File: src/rtl/regfile_pkg.sv
`default_nettype none
// ---------------------------------------------------------------------------
// regfile_pkg : shared types and constants for the register-file writeback path
// Rev 1.0
// ---------------------------------------------------------------------------
package regfile_pkg;

   localparam int DWIDTH = 8;
   localparam int RWIDTH = 3;

   localparam logic [RWIDTH-1:0] C_R0_ADDR = '0;

   typedef struct packed {
      logic              valid;
      logic [RWIDTH-1:0] addr;
      logic [DWIDTH-1:0] data;
   } wb_req_t;

   typedef enum logic {
      GNT_A = 1'b0,
      GNT_B = 1'b1
   } gnt_e;

endpackage
`default_nettype wire

File: src/rtl/rr_arb2.sv
`default_nettype none
// ---------------------------------------------------------------------------
// rr_arb2 : 2-way round-robin arbiter; req[0]=A, req[1]=B, gnt one-hot or zero
// Rev 1.0
// ---------------------------------------------------------------------------
module rr_arb2
   import regfile_pkg::*;
(
   input  logic       clk,
   input  logic       reset,
   input  logic [1:0] req,
   output logic [1:0] gnt
);

   gnt_e r_rr_last;
   logic [1:0] w_gnt;

   // On a tie the side that did not win last time takes the grant.
   always_comb begin
      w_gnt    = 2'b00;
      w_gnt[0] = !reset && req[0] && (!req[1] || (r_rr_last == GNT_B));
      w_gnt[1] = !reset && req[1] && (!req[0] || (r_rr_last == GNT_A));
   end

   always_ff @(posedge clk) begin
      if (reset) begin
         r_rr_last <= GNT_B;
      end else if (w_gnt[0]) begin
         r_rr_last <= GNT_A;
      end else if (w_gnt[1]) begin
         r_rr_last <= GNT_B;
      end
   end

   assign gnt = w_gnt;

endmodule
`default_nettype wire

File: src/rtl/regfile_wb_arbiter.sv
`default_nettype none
// ---------------------------------------------------------------------------
// regfile_wb_arbiter : shares the register-file write port between ALU and load
// Rev 1.0
// ---------------------------------------------------------------------------
module regfile_wb_arbiter
   import regfile_pkg::*;
#(
   parameter int DWIDTH = regfile_pkg::DWIDTH,
   parameter int RWIDTH = regfile_pkg::RWIDTH,
   parameter int CWIDTH = 16
) (
   input  logic              clk,
   input  logic              reset,
   input  logic              a_valid,
   input  logic [RWIDTH-1:0] a_addr,
   input  logic [DWIDTH-1:0] a_data,
   output logic              a_ready,
   input  logic              b_valid,
   input  logic [RWIDTH-1:0] b_addr,
   input  logic [DWIDTH-1:0] b_data,
   output logic              b_ready,
   output logic              we3,
   output logic [RWIDTH-1:0] wa3,
   output logic [DWIDTH-1:0] wd3,
   output logic [CWIDTH-1:0] wr_count
);

   localparam logic [CWIDTH-1:0] C_CNT_MAX = '1;

   logic [1:0]        w_gnt;
   wb_req_t           w_sel;
   logic              r_we3;
   logic [RWIDTH-1:0] r_wa3;
   logic [DWIDTH-1:0] r_wd3;
   logic [CWIDTH-1:0] r_wr_count;

   rr_arb2 u_arb (
      .clk   (clk),
      .reset (reset),
      .req   ({b_valid, a_valid}),
      .gnt   (w_gnt)
   );

   always_comb begin
      w_sel = '0;
      if (w_gnt[0]) begin
         w_sel.valid = 1'b1;
         w_sel.addr  = a_addr;
         w_sel.data  = a_data;
      end else if (w_gnt[1]) begin
         w_sel.valid = 1'b1;
         w_sel.addr  = b_addr;
         w_sel.data  = b_data;
      end
   end

   always_ff @(posedge clk) begin
      if (reset) begin
         r_we3 <= 1'b0;
         r_wa3 <= '0;
         r_wd3 <= '0;
      end else begin
         r_we3 <= w_sel.valid && (w_sel.addr != C_R0_ADDR);
         if (w_sel.valid) begin
            r_wa3 <= w_sel.addr;
            r_wd3 <= w_sel.data;
         end
      end
   end

   always_ff @(posedge clk) begin
      if (reset) begin
         r_wr_count <= '0;
      end else if (r_we3 && (r_wr_count != C_CNT_MAX)) begin
         r_wr_count <= r_wr_count + 1'b1;
      end
   end

   assign a_ready  = w_gnt[0];
   assign b_ready  = w_gnt[1];
   // A write already sitting in the output register is dropped while reset is held.
   assign we3      = r_we3 && !reset;
   assign wa3      = r_wa3;
   assign wd3      = r_wd3;
   assign wr_count = r_wr_count;

endmodule
`default_nettype wire

File: config.mk
export PLATFORM = sky130hd
export DESIGN_NAME = regfile_wb_arbiter
export DESIGN_NICKNAME = d
export VERILOG_FILES = /design/src/rtl/regfile_pkg.sv /design/src/rtl/rr_arb2.sv /design/src/rtl/regfile_wb_arbiter.sv
export SDC_FILE = /design/constraint.sdc
export NUM_CORES = 1
export LEC_CHECK = 0
export BUFFER_PORTS_ARGS = -buffer_cell sky130_fd_sc_hd__buf_4
export CORE_MARGIN = 4
export CORE_UTILIZATION = 28
export CTS_CLUSTER_DIAMETER = 100
export DETAILED_ROUTE_END_ITERATION = 12
export GPL_ROUTABILITY_DRIVEN = 0
export PLACE_DENSITY_LB_ADDON = 0.2
export SLEW_MARGIN = 10
export SYNTH_ARGS = -nofsm -noshare
export SYNTH_HDL_FRONTEND = slang
export SYNTH_SLANG_ARGS = --single-unit
File: constraint.sdc
create_clock -name clk -period 2.2 [get_ports clk]
set_input_delay 0.11 -clock clk [delete_from_list [all_inputs] [get_ports clk]]
set_output_delay 0.11 -clock clk [all_outputs]
set_load 0.02 [all_outputs]
==> results of run 1 <==
where the power goes:
part | leakage (nW) | internal (mW) | switching [mW] | total, mW
clock network | 0.0450 | 0.219 | 0.209 | 0.428
logic | 0.543 | 0.0883 | 0.0927 | 0.181
registers | 0.237 | 0.548 | 0.0160 | 0.564
kinds of logic after synthesis:
logic type	Yosys count	synth area share (%)
buffers and inverters	11	3.013
xor gates and xnor gates	2	1.241
and+or+nand+nor	59	25.71
adders and majority gates	1	0.8864
muxes	7	5.142
DFF	29	41.13
AOI/OAI and AO/OA	46	22.87
cells in the final DEF, fill, tap and decap left out, drive strengths merged, types with 5 or more instances in the layout:
master  synthesis  layout
a21oi          17      17
a22oi           8       8
buf             1      57
clkbuf          4       6
dfxtp          29      29
inv             6       6
mux2i           5       5
nand2          15      15
nand4           5       5
nor2           10      10
flip-flops by register name, summed over array words and instances, names as in the netlist:
| register | cells |
|---|---|
| wa3 | 3 |
| u_arb.r_rr_last | 1 |
| wr_count | 16 |
| wd3 | 8 |
| r_we3 | 1 |
through the flow:
stage               power (mW)  cell area (sq um)
global route             1.226               1986
detailed placement      0.7587               1903
global placement        0.7592               1903
floorplan               0.6651               1411
finish                   1.173               1986
CTS                      1.188               1986
per-layer routing:
| layer | routed length [um] | track usage [%] | part of all wire [%] | up-vias |
|---|---|---|---|---|
| li1 | - | - | - | 699 |
| met1 | 1701 | 14.72 | 47 | 611 |
| met2 | 1599 | 18.52 | 44 | 43 |
| met3 | 301 | 5.102 | 8.2 | 7 |
| met4 | 56 | 4.639 | 1.5 | 0 |
| met5 | 0 | 0 | 0 | - |
worst max-delay path: stages (launching register included):
cell	delay, ps
dfxtp_1	380
ha_1	230
nand3_1	210
or3_4	400
or3_1	310
a21oi_1	160
layout make-up:
class | instances | share of cell area, %
clock buffers | 6 | 3.655
clock inverters | 2 | 0.5041
inverters | 6 | 1.134
multi-input cells | 115 | 39.70
flip-flops and latches | 29 | 29.24
well taps | 67 | 4.222
repair buffers | 57 | 21.55
path summary, 6_finish.rpt:
| check | startpoint | end | slack (ps) | cells past startpoint |
|---|---|---|---|---|
| min reg2reg | wa3[1] | wa3[1] | 460 | 2 |
| max reg2reg | wr_count[0] | wr_count[12] | 460 | 5 |
| max | wr_count[0] | wr_count[12] | 460 | 5 |
| min | b_addr[0] | r_we3 | 70 | 3 |
==> reports/qor.txt, run 1 <==
global route overflow -> 0
DIE AREA -> 6240 sq um
endpoints failing setup -> 0
total track usage -> 11.99%
setup slack at placement -> 475.0 ps
crit-path max FO -> 6
DRC -> 0
proportion of layout cells with a drive suffix above 1 -> 34.88%
number of routed nets with antenna violations -> 0
post-synth cell types -> 46
Worst setup SP type -> register
vias in the first global route -> 1292
vias per cell -> 4.823
TritonCTS clock tree -> built
fill count -> 515
fin. max-slew vios -> 0
syn_area_per_cell -> 9.106 sq um
1st-iter DRT viols -> 64
Cells after Synth -> 155
Synth area leader -> dfxtp_1
Hold Vio Cnt, Final -> 0
hpwl dp -> 2746 um
Layout Cells excl Fill -> 282
Synth Cell Area -> 1411 sq um
Ys Warns -> 0
most area-consuming cells after synthesis -> dfxtp_1, a21oi_1, a22oi_1, nand2_1, mux2i_1
ant diodes -> 0
DR vias -> 1360
Skew-Pair Late Insertion Delay -> 280 ps
DRT Wirelength -> 3658 um
Leakage -> 0.8250 nW
Max-Cap Viols -> 0
largest net degree at the start of global routing -> 33
crit share post-route -> 79.30%
I/O pins -> 56
Die Ht -> 79.00 um
sequential share of the synthesized area -> 41.13%
top-count cell post-synth -> dfxtp_1
Least-Margin Pin Slew -> 473.6 ps
initial antenna violation count -> 0
Placed Cells -> 274
HP Class -> input port to register
CTS max path bufs -> 2
crit path kind -> register to register
Async S/R FF share, synth -> 0%
PD cells -> 590.9 nW/um^2
post-cts sizing count -> 0
Setup Fix Bufs, Post-CTS -> 0
#FFs+latches synth -> 29
# rows -> 25
Peak Freq -> 573.2 MHz
worst setup margin -> 455.3 ps
Post-Syn Nets -> 182
status -> completed
Clock Sinks -> 29
setup_tns -> 0 ps
cts bufs inserted -> 5
drt first pass iters -> 4
Yosys top cell area share -> 41.13%
register area -> 580.6 sq um
Most used DFF post-synth -> dfxtp_1
clock skew -> 3.480 ps
first-pass GRT wire length -> 5947 um
EDFF count, synth -> 0
WL per Instance -> 12.97 um
Initial Utilization -> 29.30%
Critical Path End Type -> register
Chip Width -> 79.00 um
Slew Limit Headroom -> 68.16%
Hold Slack -> 67.37 ps
area occupied by multi-input gates -> 788.3 sq um
# port buffers -> 55
H-tree levels -> 2
CORE AREA -> 4817 sq um
area grow syn2layout -> 40.69%
Final Util -> 41.22%
Final nets -> 241
Worst EP arrival -> 1950 ps
clock root cell -> clkbuf_8
minimum clock period -> 1745 ps
hold_buf cts -> 0
Worst-path clk slew -> 60 ps
Post-synth top cells -> dfxtp_1, a21oi_1, nand2_1
worst path required time -> 2410 ps
RSZ-0062 raised after global routing -> no
peak supply drop -> 0.2821 mV
(Power assumes the default switching activity.)
==> run 2: changes to the inputs <==
- clock period: 2.2 -> 1.7 ns (I/O delays scaled with it)
==> reports/qor.txt, run 2 (same netlist as run 1, synthesis figures left out) <==
HP Class -> input port to register (unchanged)
I/O pins -> 56 (unchanged)
first-pass GRT wire length -> 6506 um (was 5947 um)
Clock Sinks -> 29 (unchanged)
Die Ht -> 79.00 um (unchanged)
# rows -> 25 (unchanged)
crit path kind -> register to register (unchanged)
Leakage -> 0.9098 nW (was 0.8250 nW)
Critical Path End Type -> register (unchanged)
Comb pwr share -> 14.8% (was 15.4%)
commonest cells after routing, fill and taps aside -> buf_4, dfxtp_1, a21oi_1 (unchanged)
DRT Wirelength -> 3856 um (was 3658 um)
Hold Vio Cnt, Final -> 0 (unchanged)
crit share post-route -> 92.48% (was 79.30%)
Seq pwr share -> 45.9% (was 48.1%)
reg2reg path depth -> 5 (unchanged)
H-tree levels -> 2 (unchanged)
hpwl dp -> 2945 um (was 2746 um)
CTS max path bufs -> 2 (unchanged)
Sw Ratio -> 25.32% (was 27.10%)
Peak Freq -> 636.1 MHz (was 573.2 MHz)
commonest non-fill, non-tap cell in the layout -> buf_4 (unchanged)
status -> completed (unchanged)
ant diodes -> 0 (unchanged)
largest net degree at the start of global routing -> 32 (was 33)
endpoints failing setup -> 0 (unchanged)
crit-path max FO -> 6 (unchanged)
Worst setup SP type -> register (unchanged)
Worst-path clk slew -> 60 ps (about the same)
initial antenna violation count -> 0 (unchanged)
Final Util -> 44.03% (was 41.22%)
PD cells -> 751.8 nW/um^2 (was 590.9 nW/um^2)
clock root cell -> clkbuf_8 (unchanged)
number of routed nets with antenna violations -> 0 (unchanged)
vias in the first global route -> 1368 (was 1292)
Final nets -> 254 (was 241)
Least-Margin Pin Slew -> 425.0 ps (was 473.6 ps)
minimum clock period -> 1572 ps (was 1745 ps)
vias per cell -> 4.749 (was 4.823)
Clock power frac -> 39.3% (was 36.5%)
DIE AREA -> 6240 sq um (unchanged)
WL per Instance -> 13.07 um (was 12.97 um)
proportion of layout cells with a drive suffix above 1 -> 41.67% (was 34.88%)
TritonCTS clock tree -> built (unchanged)
1st-iter DRT viols -> 50 (was 64)
NetSw -> 403.7 uW (was 318.0 uW)
# port buffers -> 55 (unchanged)
drt first pass iters -> 4 (unchanged)
global route overflow -> 0 (unchanged)
area grow syn2layout -> 50.27% (was 40.69%)
Slew Limit Headroom -> 71.41% (was 68.16%)
CORE AREA -> 4817 sq um (unchanged)
Placed Area -> 1996 sq um (was 1903 sq um)
Worst EP arrival -> 1740 ps (was 1950 ps)
cts bufs inserted -> 5 (unchanged)
final instance area -> 2121 sq um (was 1986 sq um)
setup_tns -> 0 ps (unchanged)
clock skew -> 2.680 ps (was 3.480 ps)
max FFs per register -> 16 (unchanged)
Chip Width -> 79.00 um (unchanged)
Skew-Pair Late Insertion Delay -> 280 ps (about the same)
worst hold path depth -> 3 (unchanged)
DR vias -> 1401 (was 1360)
Internal -> 1.191 mW (was 855.4 uW)
worst path required time -> 1870 ps (was 2410 ps)
DRC -> 0 (unchanged)
total track usage -> 13.25% (was 11.99%)
fin. max-slew vios -> 0 (unchanged)
fill count -> 517 (was 515)
Hold Slack -> 41.16 ps (was 67.37 ps)
Max-Cap Viols -> 0 (unchanged)
RSZ-0062 raised after global routing -> no (unchanged)
Initial Utilization -> 29.30% (unchanged)
peak supply drop -> 0.3319 mV (was 0.2821 mV)
hold_buf cts -> 0 (unchanged)
==> run 2: final timing paths <==
path | from | slack (ps) | to
setup / recovery | wr_count[4] | 130 | wr_count[11]
hold / removal | b_addr[0] | 40 | r_we3
setup reg to reg | wr_count[4] | 130 | wr_count[11]
hold reg to reg | wd3[0] | 460 | wd3[0]
==> run 2: power by group through the flow <==
stage	registers [mW]	logic [mW]	clock network (mW)
floorplan	0.775	0.0871	0
global placement	0.745	0.239	0
detailed placement	0.746	0.237	0
CTS	0.732	0.237	0.652
global route	0.736	0.257	0.695
finish	0.732	0.236	0.627
==> run 2: critical path, cell delays in order (launching register included) <==
cell	delay, ps
dfxtp_1	420
nand4_1	120
buf_4	180
nand2b_4	160
nor3b_2	230
mux2_1	350
==> run 2: through the flow <==
stage               instances  power (mW)  worst slack (ps)
detailed placement        286      0.9832             61.22
CTS                       294       1.622             38.28
global placement          286      0.9840             43.15
global route              295       1.688             18.83
floorplan                 155      0.8619             12.18
finish                    295       1.594             127.9
==> run 2: final cells by class <==
cell class / count / area [sq um] / area share [%]
multi-input combinational: 115 / 802.0 / 37.82
sequential: 29 / 585.6 / 27.61
inverter: 6 / 22.52 / 1.062
timing repair buffer: 70 / 525.5 / 24.78
clock buffer: 7 / 96.34 / 4.543
tap: 67 / 83.83 / 3.953
clock inverter: 1 / 5.005 / 0.2360
==> run 2: metal layers <==
metal,GRT usage (%),wire length (um),vias up
met5,0,0,-
met4,4.811,36,0
met3,6.236,312,4
met2,19.61,1705,46
met1,16.74,1801,626
li1,-,-,725
==> run 2: what timing repair did <==
| item | CTS | global route |
|---|---|---|
| buffers inserted | 0 | 1 |
| endpoints found under the setup margin | 0 | 9 |
| resized for setup | 0 | 5 |
